`src/rtl/tx_gearbox_66b.sv`:
```
// 66b -> OW-bit transmit gearbox. Blocks of {Pay_i, Hdr_i} are appended
// LSB-first into a bit buffer. One OW-bit word is popped from the bottom
// whenever enough bits are held. A new block is only accepted when it fits
// above the post-pop occupancy, so the buffer can never overflow.
module tx_gearbox_66b #(
  parameter int OW   = 32,
  parameter int BW   = 128,
  parameter int CNTW = 8
) (
  input  logic          Ck,
  input  logic          Rs,
  input  logic          CE,
  input  logic [1:0]    Hdr_i,
  input  logic [63:0]   Pay_i,
  input  logic          Blk_Vld_i,
  output logic          Blk_Rdy_o,
  output logic [OW-1:0] Dat_o,
  output logic          Dat_Vld_o
);

  localparam logic [CNTW-1:0] OW_C    = CNTW'(OW);
  localparam logic [CNTW-1:0] BLK_C   = CNTW'(66);
  localparam logic [CNTW:0]   BLK_W_C = (CNTW+1)'(66);
  localparam logic [CNTW:0]   BW_C    = (CNTW+1)'(BW);

  logic [BW-1:0]   buf_q, buf_d, blk_ext;
  logic [CNTW-1:0] cnt_q, cnt_d, cp;
  logic [OW-1:0]   dat_q;
  logic            dvld_q;
  logic            pop, room, acc;

  // Pop decision, post-pop occupancy and room check for a full block.
  // The room sum is one bit wider than the counter so it cannot wrap.
  always_comb begin
    pop  = (cnt_q >= OW_C);
    cp   = pop ? (cnt_q - OW_C) : cnt_q;
    room = (({1'b0, cp} + BLK_W_C) <= BW_C);
  end

  assign Blk_Rdy_o = CE & ~Rs & room;
  assign acc       = Blk_Vld_i & Blk_Rdy_o;

  // Next buffer/count: shift out the popped word, then place the new block
  // directly above the bits that remain.
  always_comb begin
    blk_ext = {{(BW-66){1'b0}}, Pay_i, Hdr_i};
    buf_d   = (pop ? (buf_q >> OW) : buf_q) | (acc ? (blk_ext << cp) : '0);
    cnt_d   = cp + (acc ? BLK_C : '0);
  end

  // State update; CE low freezes everything except the valid strobe.
  always_ff @(posedge Ck) begin
    if (Rs) begin
      buf_q  <= '0;
      cnt_q  <= '0;
      dat_q  <= '0;
      dvld_q <= 1'b0;
    end else if (CE) begin
      buf_q  <= buf_d;
      cnt_q  <= cnt_d;
      if (pop) dat_q <= buf_q[OW-1:0];
      dvld_q <= pop;
    end else begin
      dvld_q <= 1'b0;
    end
  end

  assign Dat_o     = dat_q;
  assign Dat_Vld_o = dvld_q;

endmodule

```
`config.mk`:
```
export PLATFORM = sky130hd
export DESIGN_NAME = tx_gearbox_66b
export DESIGN_NICKNAME = d
export VERILOG_FILES = /design/src/rtl/tx_gearbox_66b.sv
export SDC_FILE = /design/constraint.sdc
export NUM_CORES = 1
export LEC_CHECK = 0
export CAP_MARGIN = 20
export CELL_PAD_IN_SITES_DETAIL_PLACEMENT = 1
export CELL_PAD_IN_SITES_GLOBAL_PLACEMENT = 2
export CORE_MARGIN = 1
export CORE_UTILIZATION = 36
export DETAILED_ROUTE_END_ITERATION = 10
export PLACE_DENSITY = 0.9
export SLEW_MARGIN = 20
export SYNTH_ARGS = -nofsm -noshare
export SYNTH_HDL_FRONTEND = slang
export SYNTH_SLANG_ARGS = --single-unit
```
`constraint.sdc`:
```
create_clock -name Ck -period 3.94 [get_ports Ck]
set_clock_uncertainty 0.05 [all_clocks]
set_input_delay 0.394 -clock Ck [delete_from_list [all_inputs] [get_ports Ck]]
set_output_delay 0.394 -clock Ck [all_outputs]
set_load 0.01 [all_outputs]
```
==> impl_metrics.py, run 1 <==
metrics = {
    "yosys": {
        "ys_seq_elements": 168,
        "synth-async-reset-ratio_pct": 0,
        "synthCells": 1467,
        "synth_warnings": 0,
        "yosys.area.top_type": "dfxtp_1",
        "seq_area_frac_synth_pct": 28.1,
        "synthesis.area_um2": 12000,
        "syn_area_per_cell_um2": 8.16,
        "synth_ff_type": "dfxtp_1",
        "ys_types": 67,
        "synth_area_leaders": "dfxtp_1, mux4_2, nand2_1, mux2i_1, nor2_1",
        "yosysMostFrequentCell": "nand2_1",
        "synthesis.nets": 1542,
        "ys_top_cells_by_count": "nand2_1, dfxtp_1, nor2_1",
        "yosys.area.top_type_share_pct": 28.1,
        "synth_edf_count": 0,
    },
    "power": {
        "power.internal_uw": 3350,
        "pwr-share-clk_pct": 31.6,
        "seqPwrFrac_pct": 37.3,
        "swShare_pct": 38.0,
        "vdd_drop_max_uv": 240,
        "p_per_area_nw_per_um2": 390,
        "switchingPower_uw": 2050,
        "totalPowerFinal_uw": 5400,
        "p_leak_uw": 0.00465,
        "p_comb_share_pct": 31.2,
    },
    "setup_path": {
        "crit_family": "buffers and inverters",
        "reg2reg_to": "buf_q[2]",
        "worst_path_largest_cell_delay_ns": 0.55,
        "path_class": "reg2out",
        "cp_max_fo": 33,
        "r2r_slack_ns": 0.71,
        "critPathSlowestCell": "clkdlybuf4s50_1",
        "path_buf_inv": 3,
        "r2r-start": "cnt_q[6]",
        "crit_chain": "inv_1 > ha_1 > a2111oi_4 > buf_4 > o211a_1 > clkdlybuf4s50_1",
        "crit_required_ns": 3.50,
        "start_kind": "flip-flop",
        "end_kind": "primary output",
        "ff2ff_path_depth": 8,
        "cp.arrival_ns": 2.92,
        "cp.depth": 6,
    },
    "clocking": {
        "cts_tree": "built",
        "htreeDepth": 4,
        "numCtsBuffers": 17,
        "clk_path_buf_depth": 2,
        "cts_resized": 0,
        "clkTransAtPathRegs_ns": 0.07,
        "hold_buffers": 0,
        "cts-root-buf": "clkbuf_16",
        "clock-sinks": 168,
        "post_cts_buffers": 0,
        "clk_latency_ns": 0.45,
    },
    "routing": {
        "ant_nets": 0,
        "drc_errors": 0,
        "vias": 12400,
        "wl_per_cell_um": 25.7,
        "drt_first_pass_iters": 6,
        "routed_via_density": 6.41,
        "wl_mm": 49.9,
        "drt_iter0_drc": 1335,
    },
    "timing": {
        "rsz0062_at_grt": "no",
        "fin_setup_tns_ns": 0,
        "fmax_ghz": 0.297,
        "finalCritPeriodShare_pct": 85.4,
        "slew_viol_final": 0,
        "setup_viol": 0,
        "hold_violations": 0,
        "period_needed_ns": 3.36,
        "timing.final.ws_setup_ns": 0.576,
        "hold-worst-slack_ns": 0.315,
        "worst_pin_slew_ns": 1.09,
        "relSlewSlack_pct": 27.3,
    },
    "flow_run": {
        "cap_violations": 0,
    },
    "finish": {
        "fin_nets": 1561,
        "drive_gt1_share_pct": 13.1,
        "area_delta_synth_final_pct": 15.7,
        "n_fill_cell": 3895,
        "diodes": 0,
        "instances_no_fill": 1941,
    },
    "floorplanning": {
        "core-area_um2": 32600,
        "pin_count": 104,
        "die_w_um": 184,
        "fp-row-count": 66,
        "start_util_pct": 36.7,
        "die_h_um": 184,
        "dieArea_um2": 34000,
    },
    "worst_hold_path": {
        "holdPathStages": 2,
        "min-delay-start": "Rs",
        "hp-class": "in2reg",
        "min_to": "buf_q[111]",
    },
    "placement": {
        "place_ws_ns": 0.724,
        "dpl.cell_count": 1909,
        "io_buffers": 103,
        "globalplace.congestion": 1.02,
        "hpwl_mm": 36.4,
    },
    "grt": {
        "grt_pass1_vias": 12200,
        "grt_max_degree": 113,
        "grt_pass1_wl_mm": 76.0,
        "grt_overflow": 0,
        "antenna_found_initial": 1,
        "grtUsageTotal_pct": 29.8,
    },
    "run_status": {
        "status": "finished clean",
    },
}
per-stage QoR:
stage          cell area, um^2  util (%)
2_1_floorplan            12000         -
3_3_place_gp             13300      40.6
3_5_place_dp             13300      40.6
4_1_cts                  13800      42.5
5_1_grt                  13900      42.5
6_report                 13900      42.5
cells by family (layout without fill, tap and decap cells):
family,after synthesis,count (layout),synth area share [%]
buffers and inverters,155,187,6.06
XOR/XNOR,5,5,0.366
AND/OR/NAND/NOR,520,520,18.9
multiplexers,186,186,22.2
flip-flops,168,168,28.1
adder cells (fa/ha/maj),5,5,0.522
AO/OA/AOI/OAI,428,428,23.9
sequential cells by signal (all words and copies together) (netlist names):
signal     count
Dat_Vld_o      1
Dat_o         32
buf_q        128
cnt_q          7
worst max-delay path by stage:
stage	from	to	slack, ns
final	cnt_q[6]	Blk_Rdy_o	0.58
after global routing	cnt_q[6]	Blk_Rdy_o	0.47
after CTS	cnt_q[6]	Blk_Rdy_o	0.54
after detailed placement	cnt_q[6]	buf_q[2]	0.72
after global placement	cnt_q[6]	buf_q[3]	0.81
after floorplan	cnt_q[6]	cnt_q[7]	0.86
power groups by stage:
| stage | sequential, uW | clock, uW | combinational (uW) |
|---|---|---|---|
| final | 2010 | 1700 | 1680 |
| after global routing | 2030 | 1800 | 1800 |
| after CTS | 2000 | 1730 | 1650 |
| after detailed placement | 2040 | 0 | 1640 |
| after global placement | 2040 | 0 | 1600 |
| after floorplan | 1990 | 0 | 1080 |
cells in the final DEF (no fill, tap or decap), types with 33 or more instances in the layout:
| master | synthesis | routed |
|---|---|---|
| nand2_1 | 236 | 236 |
| dfxtp_1 | 168 | 164 |
| nor2_1 | 148 | 148 |
| o21ai_0 | 107 | 107 |
| clkdlybuf4s50_1 | 0 | 101 |
| a21oi_1 | 93 | 93 |
| mux2i_1 | 84 | 84 |
| mux4_2 | 59 | 59 |
| mux2_2 | 43 | 43 |
| nor3_1 | 36 | 36 |
| buf_4 | 12 | 33 |
final cells by class:
cell class / instances / area [um^2] / area share, %
well taps: 442 / 553 / 3.99
clock inverters: 14 / 155 / 1.12
inverters: 15 / 56.3 / 0.406
flip-flops and latches: 168 / 3380 / 24.4
repair buffers: 140 / 1360 / 9.78
clock buffers: 18 / 439 / 3.17
multi-input cells: 1144 / 7920 / 57.1
worst reg2reg max path, delay by kind of cell (launching register included):
kind	cells	cell delay [ns]
fa+ha+maj	1	0.29
buf+inv	3	1.27
simple gates	1	0.21
compound gates	3	0.87
flops	1	0.46
layer usage:
metal  global-route usage [%]  wire length [um]  share of wire, %  vias to the layer above
met1                     40.2             20900                42                     6188
met5                        0                 0                 0                        -
li1                         -                 -                 -                     5483
met4                     15.2              2650               5.3                        0
met2                     45.3             22100                44                      641
met3                     5.20              4300               8.6                      130
Power figures use the tool's default switching activity.
==> run 2: changes to the inputs <==
--- a/config.mk
+++ b/config.mk
@@ -5,6 +5,7 @@
 export SDC_FILE = /design/constraint.sdc
 export NUM_CORES = 1
 export LEC_CHECK = 0
+export ABC_CLOCK_PERIOD_IN_PS = 3940
 export CAP_MARGIN = 20
 export CELL_PAD_IN_SITES_DETAIL_PLACEMENT = 1
 export CELL_PAD_IN_SITES_GLOBAL_PLACEMENT = 2
==> results of run 2 <==
Final layout, timing and power as in run 1 (identical DEF).
==> run 3: changes to the inputs <==
--- a/config.mk
+++ b/config.mk
@@ -10,9 +10,11 @@
 export CELL_PAD_IN_SITES_DETAIL_PLACEMENT = 1
 export CELL_PAD_IN_SITES_GLOBAL_PLACEMENT = 2
 export CORE_MARGIN = 1
-export CORE_UTILIZATION = 36
+export CORE_UTILIZATION = 39
 export DETAILED_ROUTE_END_ITERATION = 10
-export PLACE_DENSITY = 0.9
+export DONT_BUFFER_PORTS = 1
+export PLACE_DENSITY = 0.89
+export SETUP_SLACK_MARGIN = 0.4
 export SLEW_MARGIN = 20
 export SYNTH_ARGS = -nofsm -noshare
 export SYNTH_HDL_FRONTEND = slang
==> run 3 against run 2 <==
Against the previous run: largest power group unchanged; die area shrank 7.6%; utilization grew 0.44 points; highest routed layer is now met5; largest cell class unchanged; critical path depth increased by 2; wire length is 1.7% higher; global-route usage grew 2.7 points; worst hold slack worse by 0.30 ns; clock power grew 8%; via count shrank 0.94%.
==> impl_metrics.py, run 3 (synthesis gave the netlist of run 1 again) <==
metrics = {
    "run_status": {
        "status": "finished clean",
    },
    "clocking": {
        "numCtsBuffers": 17,
        "clock-sinks": 168,
        "post_cts_buffers": 0,
        "cts_tree": "built",
        "cts-root-buf": "clkbuf_16",
        "clk_path_buf_depth": 2,
        "htreeDepth": 4,
        "clk_latency_ns": 0.46,
        "clkTransAtPathRegs_ns": 0.08,
        "cts_resized": 0,
    },
    "grt": {
        "antenna_found_initial": 1,
        "grt_overflow": 0,
        "grt_pass1_wl_mm": 76.2,
        "grtUsageTotal_pct": 32.5,
        "grt_max_degree": 119,
        "grt_pass1_vias": 12000,
    },
    "floorplanning": {
        "die_h_um": 177,
        "pin_count": 104,
        "dieArea_um2": 31400,
        "fp-row-count": 63,
        "die_w_um": 177,
        "core-area_um2": 30000,
        "start_util_pct": 40.0,
    },
    "setup_path": {
        "cp.arrival_ns": 3.57,
        "cp_max_fo": 26,
        "path_class": "reg2reg",
        "path_buf_inv": 2,
        "crit_required_ns": 4.24,
        "crit_chain": "inv_1 > ha_1 > a2111o_2 > buf_4 > nand2_4 > nand2_2 > o221a_2 > and3_1",
        "worst_path_largest_cell_delay_ns": 0.59,
        "end_kind": "flip-flop",
        "start_kind": "flip-flop",
        "critPathSlowestCell": "a2111o_2",
        "crit_family": "compound AO/OA/AOI/OAI gates",
    },
    "finish": {
        "drive_gt1_share_pct": 13.9,
        "largest-register": "buf_q",
        "largest_reg_flops": 128,
        "diodes": 0,
        "fin_nets": 1461,
        "final_cell_mix": "nand2_1, dfxtp_1, nor2_1",
        "n_fill_cell": 3616,
        "area_delta_synth_final_pct": 7.31,
        "final_common_cell": "nand2_1",
    },
    "placement": {
        "place_ws_ns": 0.747,
        "globalplace.congestion": 0.966,
        "io_buffers": 0,
        "hpwl_mm": 36.1,
    },
    "power": {
        "vdd_drop_max_uv": 321,
        "p_leak_uw": 0.00430,
        "p_per_area_nw_per_um2": 419,
    },
    "timing": {
        "fin_setup_tns_ns": 0,
        "finalCritPeriodShare_pct": 83.2,
        "period_needed_ns": 3.28,
        "fmax_ghz": 0.305,
        "rsz0062_at_grt": "no",
        "relSlewSlack_pct": 24.4,
        "worst_pin_slew_ns": 1.13,
        "timing.final.ws_setup_ns": 0.663,
        "slew_viol_final": 0,
        "setup_viol": 0,
        "hold_violations": 0,
    },
    "worst_hold_path": {
        "hp-class": "in2reg",
    },
    "routing": {
        "drc_errors": 0,
        "drt_first_pass_iters": 6,
        "drt_iter0_drc": 1617,
        "wl_per_cell_um": 28.4,
        "ant_nets": 0,
        "routed_via_density": 6.89,
        "vias": 12300,
        "wl_mm": 50.8,
    },
    "flow_run": {
        "cap_violations": 0,
    },
}
run 3: layer usage:
metal	vias up	track usage [%]	share of wire [%]
met2	786	48.4	43
li1	5295	-	-
met1	6076	42.4	40
met3	166	9.02	11
met4	2	17.4	5.8
met5	-	0	0.026
run 3: report_power, final:
group	internal [uW]	switching (uW)
Sequential	1860	163
Combinational	552	987
Clock	977	855
Total	3390	2010
run 3: final timing paths:
kind	depth (start not counted)	from	end	slack [ns]
setup / recovery	8	cnt_q[6]	buf_q[75]	0.66
hold / removal	1	Rs	buf_q[19]	0.01
setup reg to reg	8	cnt_q[6]	buf_q[75]	0.66
hold reg to reg	2	buf_q[31]	Dat_o[31]	0.40
run 3: timing repair:
| action | in CTS | in global routing |
|---|---|---|
| setup endpoints to repair | 0 | 0 |
| hold buffers | 3 | 0 |
| endpoints found under the hold margin | 96 | 0 |
run 3: cell type report:
class	instances	area, um^2	share of cell area, %
inverters	15	56.3	0.438
clock inverters	15	201	1.57
flip-flops and latches	168	3380	26.3
repair buffers	40	388	3.02
clock buffers	17	425	3.31
well taps	390	488	3.80
multi-input cells	1144	7920	61.6
run 3: stage by stage:
stage | util, % | instances | instance area, um^2 | hold slack [ns] | total power (uW)
CTS | 42.9 | 1789 | 12900 | 0.00248 | 5360
detailed placement | 40.7 | 1754 | 12200 | 0.392 | 3510
floorplan | - | 1467 | 12000 | 0.374 | 3060
global placement | 40.7 | 1754 | 12200 | 0.389 | 3460
global route | 42.9 | 1789 | 12900 | 0.00357 | 5580
finish | 42.9 | 1789 | 12900 | 0.0143 | 5390
